File: config.mk
export PLATFORM = sky130hd
export DESIGN_NAME = cve2_if_instr_reg
export DESIGN_NICKNAME = d
export VERILOG_FILES = /design/src/rtl/cve2_if_instr_reg.sv
export SDC_FILE = /design/constraint.sdc
export NUM_CORES = 1
export LEC_CHECK = 0
export ABC_AREA = 1
export CAP_MARGIN = 20
export CORE_MARGIN = 2
export CORE_UTILIZATION = 39
export CTS_CLUSTER_DIAMETER = 40
export DETAILED_ROUTE_END_ITERATION = 10
export PLACE_DENSITY_LB_ADDON = 0.15
export SYNTH_ARGS = -nofsm -noshare
export SYNTH_HDL_FRONTEND = slang
export SYNTH_SLANG_ARGS = --single-unit
File: constraint.sdc
create_clock -name clk_i -period 6.1 [get_ports clk_i]
set_input_delay 1.83 -clock clk_i [delete_from_list [all_inputs] [get_ports clk_i]]
set_output_delay 1.83 -clock clk_i [all_outputs]
set_load 0.005 [all_outputs]
File: src/rtl/cve2_if_instr_reg.sv
// IF-to-ID instruction register: classifies fetched words and registers PC/next-PC.
// Define CVE2_IF_SKID_EN for a 2-entry skid buffer with a registered fetch_ready_o.
module cve2_if_instr_reg #(
  parameter bit ResetAll = 1'b0
) (
  input  logic        clk_i,
  input  logic        rst_ni,
  input  logic        flush_i,
  input  logic        fetch_valid_i,
  output logic        fetch_ready_o,
  input  logic [31:0] fetch_rdata_i,
  input  logic [31:0] fetch_addr_i,
  input  logic        fetch_err_i,
  input  logic        fetch_err_plus2_i,
  output logic        id_valid_o,
  input  logic        id_ready_i,
  output logic [31:0] id_instr_o,
  output logic        id_is_compressed_o,
  output logic [31:0] id_pc_o,
  output logic [31:0] id_pc_next_o,
  output logic        id_err_o,
  output logic        id_err_plus2_o,
  output logic        busy_o
);

  typedef struct packed {
    logic [31:0] instr;
    logic        is_c;
    logic [31:0] pc;
    logic [31:0] pc_next;
    logic        err;
    logic        err_plus2;
  } entry_t;

  entry_t in_d;
  entry_t main_q;
  entry_t main_d;
  logic   main_v_q;
  logic   main_v_d;
  logic   main_load;
  logic   accept;
  logic   pop;
  logic   in_c;

  assign in_c = fetch_rdata_i[1:0] != 2'b11;

  always_comb begin
    in_d.is_c      = in_c;
    in_d.instr     = in_c ? {16'h0, fetch_rdata_i[15:0]} : fetch_rdata_i;
    in_d.pc        = fetch_addr_i;
    in_d.pc_next   = fetch_addr_i + (in_c ? 32'd2 : 32'd4);
    in_d.err       = fetch_err_i;
    in_d.err_plus2 = fetch_err_plus2_i;
  end

  assign accept     = fetch_valid_i & fetch_ready_o & ~flush_i;
  assign id_valid_o = main_v_q & ~flush_i;
  assign pop        = id_valid_o & id_ready_i;

`ifdef CVE2_IF_SKID_EN
  entry_t skid_q;
  logic   skid_v_q;
  logic   skid_v_d;
  logic   skid_load;

  // Flush overrides the registered ready; the word is dropped anyway.
  assign fetch_ready_o = ~skid_v_q | flush_i;
  assign busy_o        = main_v_q | skid_v_q;

  always_comb begin
    main_v_d  = main_v_q;
    skid_v_d  = skid_v_q;
    main_load = 1'b0;
    skid_load = 1'b0;
    main_d    = in_d;
    if (flush_i) begin
      main_v_d = 1'b0;
      skid_v_d = 1'b0;
    end else if (pop) begin
      if (skid_v_q) begin
        main_load = 1'b1;
        main_d    = skid_q;
        skid_v_d  = 1'b0;
      end else if (accept) begin
        main_load = 1'b1;
      end else begin
        main_v_d = 1'b0;
      end
    end else if (accept) begin
      if (main_v_q) begin
        skid_load = 1'b1;
        skid_v_d  = 1'b1;
      end else begin
        main_load = 1'b1;
        main_v_d  = 1'b1;
      end
    end
  end

  always_ff @(posedge clk_i or negedge rst_ni) begin
    if (!rst_ni) begin
      skid_v_q <= 1'b0;
    end else begin
      skid_v_q <= skid_v_d;
    end
  end

  if (ResetAll) begin : g_skid_rst
    always_ff @(posedge clk_i or negedge rst_ni) begin
      if (!rst_ni) begin
        skid_q <= '0;
      end else if (skid_load) begin
        skid_q <= in_d;
      end
    end
  end else begin : g_skid_nrst
    always_ff @(posedge clk_i) begin
      if (skid_load) begin
        skid_q <= in_d;
      end
    end
  end
`else
  assign fetch_ready_o = ~main_v_q | id_ready_i | flush_i;
  assign busy_o        = main_v_q;

  always_comb begin
    main_v_d  = main_v_q;
    main_load = 1'b0;
    main_d    = in_d;
    if (flush_i) begin
      main_v_d = 1'b0;
    end else if (accept) begin
      main_load = 1'b1;
      main_v_d  = 1'b1;
    end else if (pop) begin
      main_v_d = 1'b0;
    end
  end
`endif

  always_ff @(posedge clk_i or negedge rst_ni) begin
    if (!rst_ni) begin
      main_v_q <= 1'b0;
    end else begin
      main_v_q <= main_v_d;
    end
  end

  if (ResetAll) begin : g_main_rst
    always_ff @(posedge clk_i or negedge rst_ni) begin
      if (!rst_ni) begin
        main_q <= '0;
      end else if (main_load) begin
        main_q <= main_d;
      end
    end
  end else begin : g_main_nrst
    always_ff @(posedge clk_i) begin
      if (main_load) begin
        main_q <= main_d;
      end
    end
  end

  assign id_instr_o         = main_q.instr;
  assign id_is_compressed_o = main_q.is_c;
  assign id_pc_o            = main_q.pc;
  assign id_pc_next_o       = main_q.pc_next;
  assign id_err_o           = main_q.err;
  assign id_err_plus2_o     = main_q.err_plus2;

endmodule

==> summary.log <==
[run_status] status completed
[clock_network] CTS tree yes
[critical_path] CP delay by family, top buffers and inverters
[timing] post-layout worst setup margin 1.27 ns
[critical_path] kind of critical path input port to primary output
[grt] first-pass GRT wire length 14.9 mm
[route] Avg Vias per Cell 4.48
[synth] number of flops mapped to enable cells by yosys 98
[cells_and_area] area overhead of the layout relative to synthesis 49.5%
[route] number of DRC markers after the initial detailed-route iteration 110
[timing] max-slew violations 0
[placement] count of port buffers added during placement 172
[route] total via count after detailed routing 3,013
[synth] flip-flop cell with the highest count after synthesis edfxtp_1
[floorplan] total number of placement rows 37
[route] Final ANT Viol Nets 0
[power] standby leakage power 2.35 nW
[clock_network] number of hold buffers added after cts 0
[critical_path] Critical Path Slowest Stage Cell clkdlybuf4s50_1
[cells_and_area] nets@finish 603
[floorplan] Total Die Area 0.0114 mm2
[hold_path] path class of the lowest-slack min-delay path register to register
[grt] global-route congestion overflow total 0
[timing] Final Setup Violations 0
[route] first-pass iteration count of the detailed router 4
[floorplan] core area 0.0103 mm2
[timing] worst clock skew 0.00719 ns
[cells_and_area] Final Core Density 59.8%
[critical_path] largest incremental delay on the critical path 0.45 ns
[power] power density of the placed cells 214 mW/mm2
[grt] initial antenna violation count 0
[timing] share of the cycle needed by the critical path after routing 79.2%
[power] worst supply voltage drop on vdd 109 uV
[clock_network] # clock sinks 99
[cells_and_area] Antenna Diode Count 0
[clock_network] number of buffers between clock root and the deepest sink 2
[critical_path] CP Max Fanout 3
[synth] register area share after synthesis 71.9%
[critical_path] data required time at the worst endpoint 4.27 ns
[clock_network] number of post-CTS setup repair buffers 0
[route] DRC violations left 0
[timing] Period minus WS final 4.83 ns
[clock_network] number of buffers added by the clock tree synthesis step 9
[critical_path] number of buffer and inverter instances along the worst setup path 2
[critical_path] type of destination of the critical path primary output
[power] power consumption 0.00132 W
[clock_network] Clock Tree Root clkbuf_8
[synth] average cell area after synthesis 11.8 um2
[clock_network] H-tree depth 3
[synth] syn nets 422
[synth] count of unique library cells instantiated by Yosys 22
[clock_network] clock transition at the registers of the reported paths 0.09 ns
[synth] total number of yosys warnings 0
[timing] headroom to the max-slew limit 36.3%
[critical_path] cell mode on critical path clkdlybuf4s50_1
[critical_path] Worst Setup Start Kind input port
[floorplan] ports placed on the boundary 173
[timing] slew at the pin closest to its max-slew limit 0.955 ns
[floorplan] horizontal die dimension 107 um
[critical_path] cells along the critical path clkdlybuf4s50_1, nor2_1, nand2_1, clkdlybuf4s50_1
[route] Post-Route WL 9.66 mm
[timing] hold slack 0.714 ns
[critical_path] arrival time of the worst setup path 3.00 ns
[floorplan] initial core utilization 40.0%
[cells_and_area] fraction of layout instances using a drive strength above 1 5.04%
[grt] total track usage 17.5%
[route] Routed WL per cell 14.4 um
[synth] count of state elements after synthesis 99
[flow_run] max cap viols 0
[clock_network] clock insertion delay at the later pin of the skew report 0.35 ns
[floorplan] overall die height 107 um
[synth] synthesized instance count 350
[timing] TNS Setup 0 ns
[synth] Post-synth ARST share 1.01%
[grt] largest net degree at the start of global routing 78
[grt] number of global-route vias before repair 2,951
[timing] maximum frequency from static timing analysis 207 MHz
[timing] setup repair after global routing missed its margin no
[timing] final-report hold violation count 0
[clock_network] CTS-repair resized insts 0
[placement] Setup Slack @ Placement 1.25 ns
[placement] sum of net half-perimeters after detailed placement 7.38 mm
[placement] placer congestion estimate 0.840
[synth] summed instance area of the synthesized netlist 0.00413 mm2
routing by layer:
| layer | track usage (%) | share of wire, % | wire [um] | up-vias |
|---|---|---|---|---|
| met4 | 9.18 | 2.6 | 255 | 0 |
| li1 | - | - | - | 1508 |
| met5 | 0 | 0 | 0 | - |
| met3 | 4.32 | 7.1 | 686 | 18 |
| met1 | 21.7 | 42 | 4060 | 1368 |
| met2 | 28.2 | 48 | 4660 | 119 |
cell usage after synthesis, types with 3 or more instances:
| library cell | n | area, um2 |
|---|---|---|
| nand3_1 | 7 | 35.0 |
| inv_1 | 39 | 146 |
| xnor2_1 | 6 | 52.6 |
| xor2_1 | 9 | 78.8 |
| nor2_2 | 3 | 18.8 |
| nor2_4 | 3 | 33.8 |
| edfxtp_1 | 98 | 2940 |
| nor2_1 | 58 | 218 |
| nand2_1 | 99 | 372 |
| nand3b_1 | 12 | 90.1 |
logic make-up (layout without fill, tap and decap cells):
family                   count (synthesis)  in the layout  share of synthesized area [%]
buffers and inverters                   44            230                           4.15
AND/OR/NAND/NOR                        188            188                           19.8
XOR/XNOR                                15             15                           3.18
adder cells (fa/ha/maj)                  1              1                          0.303
flip-flops                              99             99                           71.9
AO/OA/AOI/OAI                            3              3                          0.727
flip-flops by register name, summed over array words and instances, names as in the netlist:
signal and count:
id_pc_o 32, id_is_compressed_o 1, id_err_o 1, id_pc_next_o 31, busy_o 1, id_instr_o 32
id_err_plus2_o 1
layout make-up:
cell class | instances | area, um2
multi-input cells | 207 | 991
clock inverters | 5 | 28.8
flip-flops and latches | 99 | 2970
clock buffers | 11 | 131
repair buffers | 173 | 1730
well taps | 136 | 170
inverters | 41 | 156
fillers | 877 | 4150
final timing paths:
kind | start | to | slack, ns | cells past startpoint
worst min-delay path | busy_o$_DFFE_PN0P_ | busy_o$_DFFE_PN0P_ | 0.71 | 4
min in group asynchronous | rst_ni | busy_o$_DFFE_PN0P_ | 1.62 | 1
worst min register to register | busy_o$_DFFE_PN0P_ | busy_o$_DFFE_PN0P_ | 0.71 | 4
max in group asynchronous | rst_ni | busy_o$_DFFE_PN0P_ | 4.36 | 1
worst max register to register | busy_o$_DFFE_PN0P_ | id_pc_next_o[27]$_DFFE_PP_ | 3.90 | 6
worst max-delay path | flush_i | fetch_ready_o | 1.27 | 4
placed cells by master, fill, tap and decap left out:
master	count
nand4_1	2
xor2_1	9
clkinvlp_4	1
clkbuf_1	2
edfxtp_1	98
o21ai_4	1
clkinv_1	2
nand3b_1	12
nor2_4	3
clkdlybuf4s50_1	172
inv_4	1
nand2_4	2
inv_6	1
nand2_1	99
clkbuf_8	9
nor3_1	1
o21ai_0	1
nor2_1	58
inv_2	2
inv_1	38
buf_4	1
dfrtp_1	1
ha_1	1
xnor2_1	6
nand3_1	7
nor2_2	3
nand3_2	1
a21oi_2	1
clkinv_2	1
through the flow:
stage                     std cells  cell area (um2)
after global placement          656             6010
final                           672             6170
after floorplan                 350             4130
after global routing            672             6170
after detailed placement        656             6010
after CTS                       672             6170
worst register-to-register path, cell delays in order, from the launching register on:
cell,delay [ns]
dfrtp_1,0.40
inv_1,0.07
nor2_1,0.06
nand2_1,0.09
nand2_1,0.10
inv_4,0.63
buf_4,0.53
where the power goes:
part | switching [W] | total [W] | internal, W
combinational | 0.0000741 | 0.000171 | 0.0000972
sequential | 0.00000674 | 0.000789 | 0.000782
clock | 0.000214 | 0.000361 | 0.000147
total | 0.000295 | 0.00132 | 0.00103
No activity file was read; power rests on OpenSTA's default activity.
